==> src/rtl/demux_1_to_4_reg_pkg.sv <==
// Shared definitions for the registered 1-to-4 operand demultiplexer:
// lane indices, lane count and the per-slot state encoding.
package demux_1_to_4_reg_pkg;

    localparam int unsigned NUM_LANES = 4;
    localparam int unsigned LANE_W    = 2;

    localparam logic [LANE_W-1:0] LANE_A = 2'b00;
    localparam logic [LANE_W-1:0] LANE_B = 2'b01;
    localparam logic [LANE_W-1:0] LANE_C = 2'b10;
    localparam logic [LANE_W-1:0] LANE_D = 2'b11;

    typedef enum logic {
        SLOT_EMPTY = 1'b0,
        SLOT_FULL  = 1'b1
    } slot_state_t;

endpackage : demux_1_to_4_reg_pkg

==> src/rtl/demux_out_slot.sv <==
// One-entry output register slice for a single lane, with a wrapping
// counter of completed output handshakes.
module demux_out_slot
    import demux_1_to_4_reg_pkg::*;
#(
    parameter int unsigned N     = 32,
    parameter int unsigned CNT_W = 8
) (
    input  logic             clk,
    input  logic             rst_n,
    input  logic             load,
    input  logic [N-1:0]     din,
    output logic             valid,
    input  logic             ready,
    output logic [N-1:0]     dout,
    output logic [CNT_W-1:0] cnt
);

    slot_state_t      state_r;
    slot_state_t      state_next_s;
    logic [N-1:0]     data_r;
    logic [CNT_W-1:0] cnt_r;
    logic             drain_s;

    assign drain_s = (state_r == SLOT_FULL) & ready;

    // Next-state logic; a drain and a load in the same cycle keep the slot full.
    always_comb begin
        state_next_s = state_r;
        case (state_r)
            SLOT_EMPTY: begin
                if (load) begin
                    state_next_s = SLOT_FULL;
                end else begin
                    state_next_s = SLOT_EMPTY;
                end
            end
            SLOT_FULL: begin
                if (drain_s & ~load) begin
                    state_next_s = SLOT_EMPTY;
                end else begin
                    state_next_s = SLOT_FULL;
                end
            end
            default: begin
                state_next_s = SLOT_EMPTY;
            end
        endcase
    end

    // Slot state, held data and handshake counter; reset discards held data.
    always_ff @(posedge clk) begin
        if (!rst_n) begin
            state_r <= SLOT_EMPTY;
            data_r  <= {N{1'b0}};
            cnt_r   <= {CNT_W{1'b0}};
        end else begin
            state_r <= state_next_s;
            if (load) begin
                data_r <= din;
            end
            if (drain_s) begin
                cnt_r <= cnt_r + {{(CNT_W-1){1'b0}}, 1'b1};
            end
        end
    end

    assign valid = (state_r == SLOT_FULL);
    assign dout  = data_r;
    assign cnt   = cnt_r;

endmodule : demux_out_slot

==> src/rtl/demux_1_to_4_reg.sv <==
// Registered 1-to-4 stream demultiplexer: routes an N-bit operand to one of
// four valid/ready lanes, each backed by a one-entry slot and transfer counter.
module demux_1_to_4_reg
    import demux_1_to_4_reg_pkg::*;
#(
    parameter int unsigned N     = 32,
    parameter int unsigned CNT_W = 8
) (
    input  logic                       clk,
    input  logic                       rst_n,
    input  logic                       in_valid,
    output logic                       in_ready,
    input  logic [LANE_W-1:0]          in_sel,
    input  logic [N-1:0]               in_data,
    output logic [NUM_LANES-1:0]       out_valid,
    input  logic [NUM_LANES-1:0]       out_ready,
    output logic [N-1:0]               out_a,
    output logic [N-1:0]               out_b,
    output logic [N-1:0]               out_c,
    output logic [N-1:0]               out_d,
    output logic [NUM_LANES*CNT_W-1:0] xfer_cnt,
    output logic                       idle
);

    logic [NUM_LANES-1:0] load_s;
    logic [N-1:0]         dout_s [NUM_LANES];
    logic [CNT_W-1:0]     cnt_s  [NUM_LANES];

    // Only the selected lane can stall the input; a draining slot can reload.
    assign in_ready = rst_n & (~out_valid[in_sel] | out_ready[in_sel]);

    for (genvar k = 0; k < NUM_LANES; k++) begin : g_lane
        assign load_s[k] = in_valid & in_ready & (in_sel == LANE_W'(k));

        demux_out_slot #(
            .N     (N),
            .CNT_W (CNT_W)
        ) u_slot (
            .clk   (clk),
            .rst_n (rst_n),
            .load  (load_s[k]),
            .din   (in_data),
            .valid (out_valid[k]),
            .ready (out_ready[k]),
            .dout  (dout_s[k]),
            .cnt   (cnt_s[k])
        );

        assign xfer_cnt[k*CNT_W +: CNT_W] = cnt_s[k];
    end

    assign out_a = dout_s[LANE_A];
    assign out_b = dout_s[LANE_B];
    assign out_c = dout_s[LANE_C];
    assign out_d = dout_s[LANE_D];
    assign idle  = ~|out_valid;

endmodule : demux_1_to_4_reg
==> config.mk <==
export PLATFORM = sky130hd
export DESIGN_NAME = demux_1_to_4_reg
export DESIGN_NICKNAME = d
export VERILOG_FILES = /design/src/rtl/demux_1_to_4_reg_pkg.sv /design/src/rtl/demux_out_slot.sv /design/src/rtl/demux_1_to_4_reg.sv
export SDC_FILE = /design/constraint.sdc
export NUM_CORES = 1
export LEC_CHECK = 0
export BUFFER_PORTS_ARGS = -buffer_cell sky130_fd_sc_hd__buf_4
export CAP_MARGIN = 20
export CORE_MARGIN = 2
export CORE_UTILIZATION = 47
export CTS_BUF_LIST = sky130_fd_sc_hd__clkbuf_16
export CTS_CLUSTER_DIAMETER = 200
export DETAILED_ROUTE_END_ITERATION = 10
export PLACE_DENSITY = 0.76
export SLEW_MARGIN = 20
export SYNTH_ARGS = -nofsm -noshare
export SYNTH_HDL_FRONTEND = slang
export SYNTH_SLANG_ARGS = --single-unit
==> constraint.sdc <==
create_clock -name clk -period 1.4 [get_ports clk]
set_clock_uncertainty 0.2 [all_clocks]
set_input_delay 0.14 -clock clk [delete_from_list [all_inputs] [get_ports clk]]
set_output_delay 0.14 -clock clk [all_outputs]
set_load 0.01 [all_outputs]
**Word-level counts from Yosys, hierarchy flattened**

Cells that the tools add are included.

- Register bits: 164
- Latch bits: 0
- Memory bits (writable): 0
- Bits in read-only memories: 0
- Bits of input ports: 41
- Output and inout bits: 166
- Memories: 0

- $add $sub $neg: 4
- Multiply operators: 0
- Divide/modulo/power cells: 0
- Order comparisons: 1
- Equal/unequal tests: 3
- Shift-type cells: 0
- Multiplexer cells: 16
- Bitwise logic cells: 24
- Reduce and logical (&&, ||, !) cells: 3

Operators by type and width:

| kind | number |
|---|---|
| 8-bit by 1-bit adder with 8-bit output, second input constant | 4 |
| 1-bit bitwise AND | 14 |
| 1-bit two-way mux | 10 |
| 1-bit inverter | 9 |
| 1-bit case mux with 2 select lines | 4 |
| 1-bit binary-select mux with 2-bit select | 2 |
| 2-bit equality test, second input constant | 2 |
| 4-bit OR reduction | 1 |
| 2-bit by 3-bit < comparator with 1-bit output, second input constant | 1 |
| 2-bit by 1-bit equality test with 1-bit output, second input constant | 1 |
| 2-bit zero test | 1 |
| 1-bit zero test | 1 |
| 1-bit bitwise OR | 1 |

**Depth between registers and ports, before layout**

Gate-level depths: netlist of the first run.

- Depth after elaboration: 11
- Gate-level depth with buffers: 6
- Gate-level depth less buffers: 4

**Hierarchy**

Synthesis of the first run repeated with hierarchy kept, for this count alone.

- Cells, all modules: 610
- Area, all modules: 6,084.6 sq um

Modules (own cells, without submodules):

| module | times used | cells each | area each (sq um) |
|---|---|---|---|
| demux_out_slot | 4 | 148 | 1,493.9 |
| demux_1_to_4_reg | 1 | 18 | 108.9 |

**Least setup slack after synthesis of the first run**

No wires, ideal clock.

- Kind: reg-to-output
- Start: reg g_lane[3].u_slot.state_r
- End: out in_ready
- Arrival time: 1,252 ps
- Slack: -192 ps
- Cell stages (with the launch flop): 5
- Path buffers: 1
- Path through: dfxtp_1 nor2b_1 buf_2 mux4_2 nor2_1

- Word-level cells in the longest chain between the ends: 5

RTL lines:

| what | line | source |
|---|---|---|
| start: declaration | demux_out_slot.sv:19 | `slot_state_t state_r;` |
| start signal: assignment | demux_out_slot.sv:58 | `state_r <= state_next_s;` |
| 1-bit binary-select mux with 2-bit select | demux_1_to_4_reg.sv:30 | `assign in_ready = rst_n & (~out_valid[in_sel] \| out_ready[in_sel]);` |
| 1-bit two-way mux (implied by the code) | demux_1_to_4_reg.sv:30 |  |
| 1-bit inverter | demux_1_to_4_reg.sv:30 |  |
| 1-bit bitwise OR | demux_1_to_4_reg.sv:30 |  |
| 1-bit bitwise AND | demux_1_to_4_reg.sv:30 |  |
| end: declaration | demux_1_to_4_reg.sv:12 | `output logic in_ready,` |

No other way between the ends. The select of a mux whose other input is x is not followed.

**Worst setup path in the final report of the first run**

- Start: reg g_lane[1].u_slot.state_r
- End: out in_ready

- Word-level cells in the longest chain between the ends: 5

RTL lines:

| what | line |
|---|---|
| start: declaration | demux_out_slot.sv:19 |
| start signal: assignment | demux_out_slot.sv:58 |
| 1-bit binary-select mux with 2-bit select | demux_1_to_4_reg.sv:30 |
| 1-bit two-way mux (implied by the code) | demux_1_to_4_reg.sv:30 |
| 1-bit inverter | demux_1_to_4_reg.sv:30 |
| 1-bit bitwise OR | demux_1_to_4_reg.sv:30 |
| 1-bit bitwise AND | demux_1_to_4_reg.sv:30 |

No other way between the ends. The select of a mux whose other input is x is not followed.

==> run metrics, run 1 <==
fmax 0.509 GHz; largest net degree at the start of global routing 89; worst endpoint data arrival time 1.62 ns; CTS tree done; final slew viol count 0; Fin. Hold Viols 6; DP HPWL 14.8 mm; VDD IR-drop max 0.000879 V; CTS sink count 164; Inserted Diodes 0; Mapped Avg Cell Area 8.75 um^2; vias in the first global route 7466; Final Non-Filler Cells 1261; Comb pwr share 11.7%; Final ANT Viol Nets 0; global-route wire length before repair 39.8 mm; FF+latch area 3330 um^2; Slew HR 69.5%; Clock Tree Root clkbuf_16; CTS Buf Count 17; sequential share of the synthesized area 46.1%; Min Hold Slack -0.0335 ns; worst hold path type in -> reg; Internal 8230 uW; Synth area leader dfxtp_1; Clk pwr share 44.3%; Synth Register Bits 164; Synth cell types 27; most common cell after layout, fill and taps aside buf_4; Max FO, Critical Path 2; # IOs 207; Synth Warn # 0; area of the multi-input gates 3670 um^2; DRC Markers 0; via count 8270; vias per inst 6.56; Final Instance Area 11100 um^2; share of cells above drive strength 1 39.7%; TritonRoute pass-1 iters 5; final setup vio count 123; Reg clk slew, reported paths 0.06 ns; WP data required 1.06 ns; Sw Ratio 24.5%; placed cell count 1161; CP Class reg -> out; final worst path period share 140%; power per cell area 986 nW/um^2; unrepaired setup endpoints after global routing true; Die X 127 um; gpl congestion 0.867; startpoint types flip-flop; area growth from synthesis to layout 55.5%; Post-Syn Instances 813; initial antenna violation count 0; largest stage delay on the critical path 0.50 ns; Port Buf Inserts 206; latest clock arrival within the worst-skew pair 0.43 ns; Cell Rows 44; Critical Path End Type output pin; Cell Area, Placed 9220 um^2; P_leak 0.00420 uW; routed wire length 27.6 mm; Nets 1111; die area 16100 um^2; die height 127 um; CP max-delay cell mux4_2; PnR worst setup slack -0.564 ns; Synth top area share 46.1%; CTS HTree Levels 4; total power 10900 uW; most frequent cells in the layout 248 x buf_4, 143 x dfxtp_1, 136 x nand4_1; grt ovf 0; post-layout util 75.5%; gr usage total 30.8%; clock tree buffer depth 2; sw power 2680 uW; failing checks negative hold slack, negative setup slack; CP cell instances nor2b_4, mux4_2, nor2_4, buf_6; Reg power frac 44.0%; DR WL/cell 21.9 um; Initial Util 48.6%; outcome finished with violations; Layout fillers 1000; top post-synthesis cells by area dfxtp_1 46%, o31ai_1 14%, nand4_1 12%; CTS hold repair buffers 39; Max-cap violations 0; Slew @ Worst Pin 0.458 ns; initial drt markers 1158; synthesized area 7110 um^2; core area 14600 um^2; min Tclk post-route 1.96 ns; syn nets 858
[power groups by stage]
stage	Sequential (uW)	Combinational (uW)	Clock [uW]
2_1_floorplan	4940	446	0
3_3_place_gp	4910	1030	0
3_5_place_dp	4910	1030	0
4_1_cts	4800	1160	4840
5_1_grt	4810	1330	5060
6_report	4800	1280	4830
[path summary, 6_finish.rpt]
| kind | cells after the start | slack [ns] | endpoint | startpoint |
|---|---|---|---|---|
| hold / removal | 4 | -0.03 | g_lane[3].u_slot.cnt[5] | out_ready[3] |
| setup reg to reg | 6 | -0.23 | g_lane[1].u_slot.cnt[5] | g_lane[1].u_slot.valid |
| hold reg to reg | 2 | 0.27 | g_lane[0].u_slot.dout[16] | g_lane[0].u_slot.dout[16] |
| setup / recovery | 4 | -0.56 | in_ready | g_lane[1].u_slot.valid |
[per-stage QoR]
step           setup TNS, ns  hold slack (ns)  setup slack (ns)
2_1_floorplan         -0.130           0.0901            -0.130
3_3_place_gp          -0.507            0.231            -0.101
3_5_place_dp           -1.88            0.237            -0.115
4_1_cts                -6.18          -0.0591            -0.552
5_1_grt               -18.40          -0.0426            -0.594
6_report              -12.84          -0.0335            -0.564
[metal layers]
layer | vias up | routed length (um) | track usage (%)
met5 | - | 0 | 0
met4 | 0 | 865 | 12.3
met3 | 75 | 2810 | 8.04
met2 | 529 | 13200 | 49.4
met1 | 3995 | 10700 | 39.9
li1 | 3671 | - | -
[cells in the mapped netlist, drive strengths merged]
library cell,instances
nand2,12
nand3b,3
nand3,15
a21oi,156
nor4,1
buf,62
o31ai,136
o21ai,12
dfxtp,164
and3,1
nor2,9
xor2,4
mux4,1
nand2b,4
inv,10
and3b,1
ha,4
nor2b,4
nand4,140
xnor2,4
clkbuf,50
or4,8
or3,12
[flip-flops by register name, indices dropped and copies added (netlist names)]
| signal | count |
|---|---|
| g_lane.u_slot.cnt | 32 |
| g_lane.u_slot.dout | 128 |
| g_lane.u_slot.valid | 4 |
[worst max-delay path: cells and delay by family (launching register included)]
family        cells  cell delay [ns]
flops             1             0.33
mux               1             0.50
simple gates      2             0.26
buf+inv           1             0.11
[cells by family (layout without fill, tap and decap cells)]
kind of cell | Yosys count | count (layout) | share of synthesized area (%)
fa+ha+maj | 4 | 4 | 0.704
flops | 164 | 164 | 46.1
buf+inv | 122 | 386 | 7.63
simple gates | 210 | 210 | 18.0
compound gates | 304 | 304 | 26.2
xor+xnor | 8 | 8 | 0.985
mux | 1 | 1 | 0.317
[final cells by class]
cell class              instances  area share (%)
inverters                      10           0.385
multi-input cells             527            33.2
clock inverters                13            1.53
well taps                     184            2.08
flip-flops and latches        164            30.1
repair buffers                346            28.9
clock buffers                  17            3.85
[what timing repair did]
item | CTS | global route
cloned | 3 | 4
setup buffers | 10 | 18
pin swaps | 21 | 42
endpoints found under the hold margin | 144 | 4
gates resized for setup | 45 | 85
setup endpoints to repair | 101 | 158
(Power assumes the default switching activity.)
==> run 2, diff against run 1 <==
--- a/config.mk
+++ b/config.mk
@@ -12,7 +12,9 @@
 export CTS_BUF_LIST = sky130_fd_sc_hd__clkbuf_16
 export CTS_CLUSTER_DIAMETER = 200
 export DETAILED_ROUTE_END_ITERATION = 10
+export GPL_TIMING_DRIVEN = 0
 export PLACE_DENSITY = 0.76
+export SKIP_CTS_REPAIR_TIMING = 1
 export SLEW_MARGIN = 20
 export SYNTH_ARGS = -nofsm -noshare
 export SYNTH_HDL_FRONTEND = slang
==> constraint.sdc (replaced) <==
create_clock -name clk -period 1.6 [get_ports clk]
set_clock_uncertainty 0.2 [all_clocks]
set_input_delay 0.16 -clock clk [delete_from_list [all_inputs] [get_ports clk]]
set_output_delay 0.16 -clock clk [all_outputs]
set_load 0.01 [all_outputs]
==> run metrics, run 2 (same netlist as run 1, synthesis figures left out) <==
outcome finished with violations; failing checks negative hold slack, negative setup slack; core area 14600 um^2; Cell Rows 44; Initial Util 48.6%; P_leak 0.00383 uW; CTS tree done; Final ANT Viol Nets 0; most frequent cells in the layout 218 x buf_4, 153 x dfxtp_1, 152 x a21oi_1; Inserted Diodes 0; min Tclk post-route 2.08 ns; worst hold path type in -> reg; final setup vio count 2; die area 16100 um^2; area growth from synthesis to layout 41.9%; clock tree buffer depth 2; unrepaired setup endpoints after global routing true; die height 127 um; initial drt markers 964; largest net degree at the start of global routing 17; Clock Tree Root clkbuf_16; gr usage total 30.8%; Layout fillers 1174; CTS HTree Levels 4; WP data required 1.24 ns; CTS Buf Count 17; dpl ws -0.274 ns; Port Buf Inserts 203; Nets 1126; Slew HR 51.1%; most common cell after layout, fill and taps aside buf_4; Setup TNS -0.613 ns; vias per inst 6.29; # IOs 207; share of cells above drive strength 1 31.1%; Min Hold Slack -0.000453 ns; Max FO, Critical Path 5; fmax 0.480 GHz; DP HPWL 17.8 mm; CP Class reg -> out; power per cell area 915 nW/um^2; PnR worst setup slack -0.485 ns; final worst path period share 130%; VDD IR-drop max 0.000966 V; worst endpoint data arrival time 1.72 ns; latest clock arrival within the worst-skew pair 0.43 ns; Slew @ Worst Pin 0.733 ns; global-route wire length before repair 39.2 mm; grt ovf 0; DRC Markers 0; final slew viol count 0; Critical Path End Type output pin; Reg clk slew, reported paths 0.06 ns; initial antenna violation count 0; Fin. Hold Viols 1; flip-flop count of the largest register after layout 128; Max-cap violations 0; Die X 127 um; DR WL/cell 20.7 um; vias in the first global route 7244; CTS sink count 164; startpoint types flip-flop; TritonRoute pass-1 iters 5; via count 8027; gpl congestion 0.872; routed wire length 26.4 mm
run 2: stage by stage:
step | hold WS (ns) | instance area, um^2 | cells | utilization (%) | power, uW
global placement | 0.253 | 8870 | 1200 | 60.6 | 5140
finish | -0.000453 | 10100 | 1277 | 69.0 | 9240
global route | 0.0120 | 10100 | 1277 | 69.0 | 9490
CTS | -0.193 | 9440 | 1231 | 64.5 | 9100
floorplan | 0.110 | 7120 | 813 | - | 4710
detailed placement | 0.257 | 8870 | 1200 | 60.6 | 5140
run 2: power by group:
part / internal, uW / switching (uW)
logic: 371 / 616
registers: 4150 / 55.9
clock network: 2400 / 1640
run 2: worst paths after layout:
check	cells after the start	slack [ns]	from	end
min reg2reg	2	0.27	g_lane[2].u_slot.dout[15]	g_lane[2].u_slot.dout[15]
max reg2reg	5	0.02	g_lane[3].u_slot.valid	g_lane[3].u_slot.dout[23]
min	4	-0.0005	out_ready[0]	g_lane[0].u_slot.cnt[5]
max	4	-0.48	g_lane[3].u_slot.valid	in_ready
run 2: metal layers:
layer / up-vias / global-route usage [%] / wire length [um]
met5: - / 0 / 0
met4: 0 / 13.0 / 724
met3: 67 / 6.87 / 2600
met2: 476 / 46.8 / 12200
met1: 3800 / 42.4 / 10900
li1: 3684 / - / -
run 2: layout make-up:
class | count | area, um^2 | share of cell area, %
plain buffers | 106 | 484 | 4.80
clock buffers | 17 | 425 | 4.21
clock inverters | 14 | 145 | 1.44
inverters | 10 | 37.5 | 0.372
multi-input cells | 527 | 3440 | 34.1
flip-flops and latches | 164 | 3310 | 32.8
well taps | 184 | 230 | 2.28
repair buffers | 255 | 2020 | 20.0
run 2: worst max-delay path: stages, from the launching register on:
cell and delay [ns]:
dfxtp_4 0.36, nor2b_4 0.15, mux4_2 0.51, nor2_4 0.15, buf_6 0.12
==> run 3, diff against run 2 <==
--- a/config.mk
+++ b/config.mk
@@ -8,12 +8,12 @@
 export BUFFER_PORTS_ARGS = -buffer_cell sky130_fd_sc_hd__buf_4
 export CAP_MARGIN = 20
 export CORE_MARGIN = 2
-export CORE_UTILIZATION = 47
+export CORE_UTILIZATION = 52
 export CTS_BUF_LIST = sky130_fd_sc_hd__clkbuf_16
 export CTS_CLUSTER_DIAMETER = 200
 export DETAILED_ROUTE_END_ITERATION = 10
 export GPL_TIMING_DRIVEN = 0
-export PLACE_DENSITY = 0.76
+export PLACE_DENSITY = 0.8
 export SKIP_CTS_REPAIR_TIMING = 1
 export SLEW_MARGIN = 20
 export SYNTH_ARGS = -nofsm -noshare
==> constraint.sdc (replaced) <==
create_clock -name clk -period 2.3 [get_ports clk]
set_clock_uncertainty 0.2 [all_clocks]
set_input_delay 0.23 -clock clk [delete_from_list [all_inputs] [get_ports clk]]
set_output_delay 0.23 -clock clk [all_outputs]
set_load 0.01 [all_outputs]
==> run metrics, run 3 (same netlist as run 1, synthesis figures left out) <==
CP bufs+invs 4; reg2reg setup slack 0.53 ns; CTS HTree Levels 4; VDD IR-drop max 0.000602 V; Sw Ratio 25.7%; Top cell by count, worst path buf_4; final setup vio count 0; Max FO, Critical Path 7; Critical Path End Type output pin; power per cell area 631 nW/um^2; fmax 0.442 GHz; Clock Tree Root clkbuf_16; Comb pwr share 10.7%; share of cells above drive strength 1 27.4%; sw power 1590 uW; placed cell count 1192; Setup TNS 0 ns; Reg power frac 47.4%; most common cell after layout, fill and taps aside buf_4; worst endpoint data arrival time 1.83 ns; DP HPWL 17.8 mm; CP cell instances dlygate4sd3_1, buf_4, nor2b_1, buf_2, mux4_2, nor2_2, buf_4; gr usage total 33.7%; gpl congestion 0.878; R2R cell count 5; largest stage delay on the critical path 0.53 ns; Slew @ Worst Pin 0.696 ns; vias in the first global route 6938; Worst path top cell family by delay buffers and inverters; CTS tree done; r2r startpoint g_lane[2].u_slot.valid; crit path from out_ready[0]; CP max-delay cell dlygate4sd3_1; routed wire length 26.1 mm; die area 14600 um^2; CTS Buf Count 17; startpoint types input port; Nets 1119; # IOs 207; Internal 4590 uW; Worst R2R End g_lane[2].u_slot.dout[21]; WP data required 1.87 ns; worst hold path type in -> reg; Initial Util 53.5%; Min Hold Slack -0.0175 ns; post-layout util 73.7%; core area 13300 um^2; min Tclk post-route 2.26 ns; grt ovf 0; Reg clk slew, reported paths 0.06 ns; vias per inst 6.44; DR WL/cell 20.6 um; flip-flop count of the largest register after layout 128; CP Capture Point in_ready; Die X 121 um; latest clock arrival within the worst-skew pair 0.43 ns; Slew HR 53.6%; outcome finished with violations; via count 8130; Port Buf Inserts 203; Clk pwr share 41.8%; CTS sink count 164; area growth from synthesis to layout 37.7%; Final Non-Filler Cells 1263; TritonRoute pass-1 iters 6; P_leak 0.00370 uW; DRC Markers 0; final worst path period share 98.4%; CP Class in -> out; most frequent cells in the layout 209 x buf_4, 160 x dfxtp_1, 156 x a21oi_1; initial antenna violation count 0; Crit path depth 7; Final ANT Viol Nets 0; final slew viol count 0; Fin. Hold Viols 3; initial drt markers 1019; global-route wire length before repair 38.3 mm; Max-cap violations 0; total power 6180 uW; largest net degree at the start of global routing 17; clock tree buffer depth 2; die height 121 um; failing checks negative hold slack; Cell Rows 42
[run 3: cell types whose count changed in the layout (fill, tap and decap cells not counted), moves of 5 or more]
cell,before,now
clkbuf_1,45,50
o31ai_1,127,136
dfxtp_1,153,160
buf_4,218,209
o31ai_2,9,0
[run 3: worst min-delay path by stage]
| stage | start | end | slack [ns] | cells after the start |
|---|---|---|---|---|
| after floorplan | in_data[0] | g_lane[0].u_slot.dout[0] | 0.18 | 2 |
| after global placement | g_lane[0].u_slot.dout[27] | g_lane[0].u_slot.dout[27] | 0.26 | 2 |
| after detailed placement | g_lane[1].u_slot.dout[27] | g_lane[1].u_slot.dout[27] | 0.26 | 2 |
| after CTS | in_data[0] | g_lane[3].u_slot.dout[0] | -0.12 | 3 |
| after global routing | out_ready[1] | g_lane[1].u_slot.cnt[1] | 0.001 | 4 |
| final | out_ready[3] | g_lane[3].u_slot.cnt[1] | -0.02 | 4 |
[run 3: area by class of cell]
cell class / count / area [um^2]
fill: 1051 / 3500
sequential: 164 / 3300
multi-input combinational: 527 / 3290
timing repair buffer: 243 / 1920
buffer: 111 / 500
clock buffer: 17 / 425
tap: 176 / 220
clock inverter: 14 / 98.8
inverter: 10 / 37.5
antenna: 1 / 2.50
[run 3: stage by stage]
step / cell area, um^2 / setup slack, ns
floorplan: 7110 / 0.618
global placement: 8860 / 0.411
detailed placement: 8860 / 0.388
CTS: 9380 / -0.0743
global route: 9790 / -0.0182
finish: 9800 / 0.0376
[run 3: power groups by stage]
stage	registers, uW	logic, uW	clock network [uW]
after floorplan	3010	270	0
after global placement	2990	579	0
after detailed placement	2990	584	0
after CTS	2930	588	2590
after global routing	2930	697	2730
final	2930	663	2580
[run 3: worst reg2reg max path: stages, from the launching register on]
cell and delay (ns):
dfxtp_4 0.38, nand2b_1 0.07, clkbuf_1 0.37, buf_2 0.34, nand4_1 0.16, a21oi_1 0.17
[run 3: layer usage]
metal  track usage (%)  vias up  routed length [um]
met5                 0        -                   0
met4              12.6        0                 763
met3              7.89       74                3070
met2              51.3      574               12000
met1              46.4     3804               10200
li1                  -     3678                   -
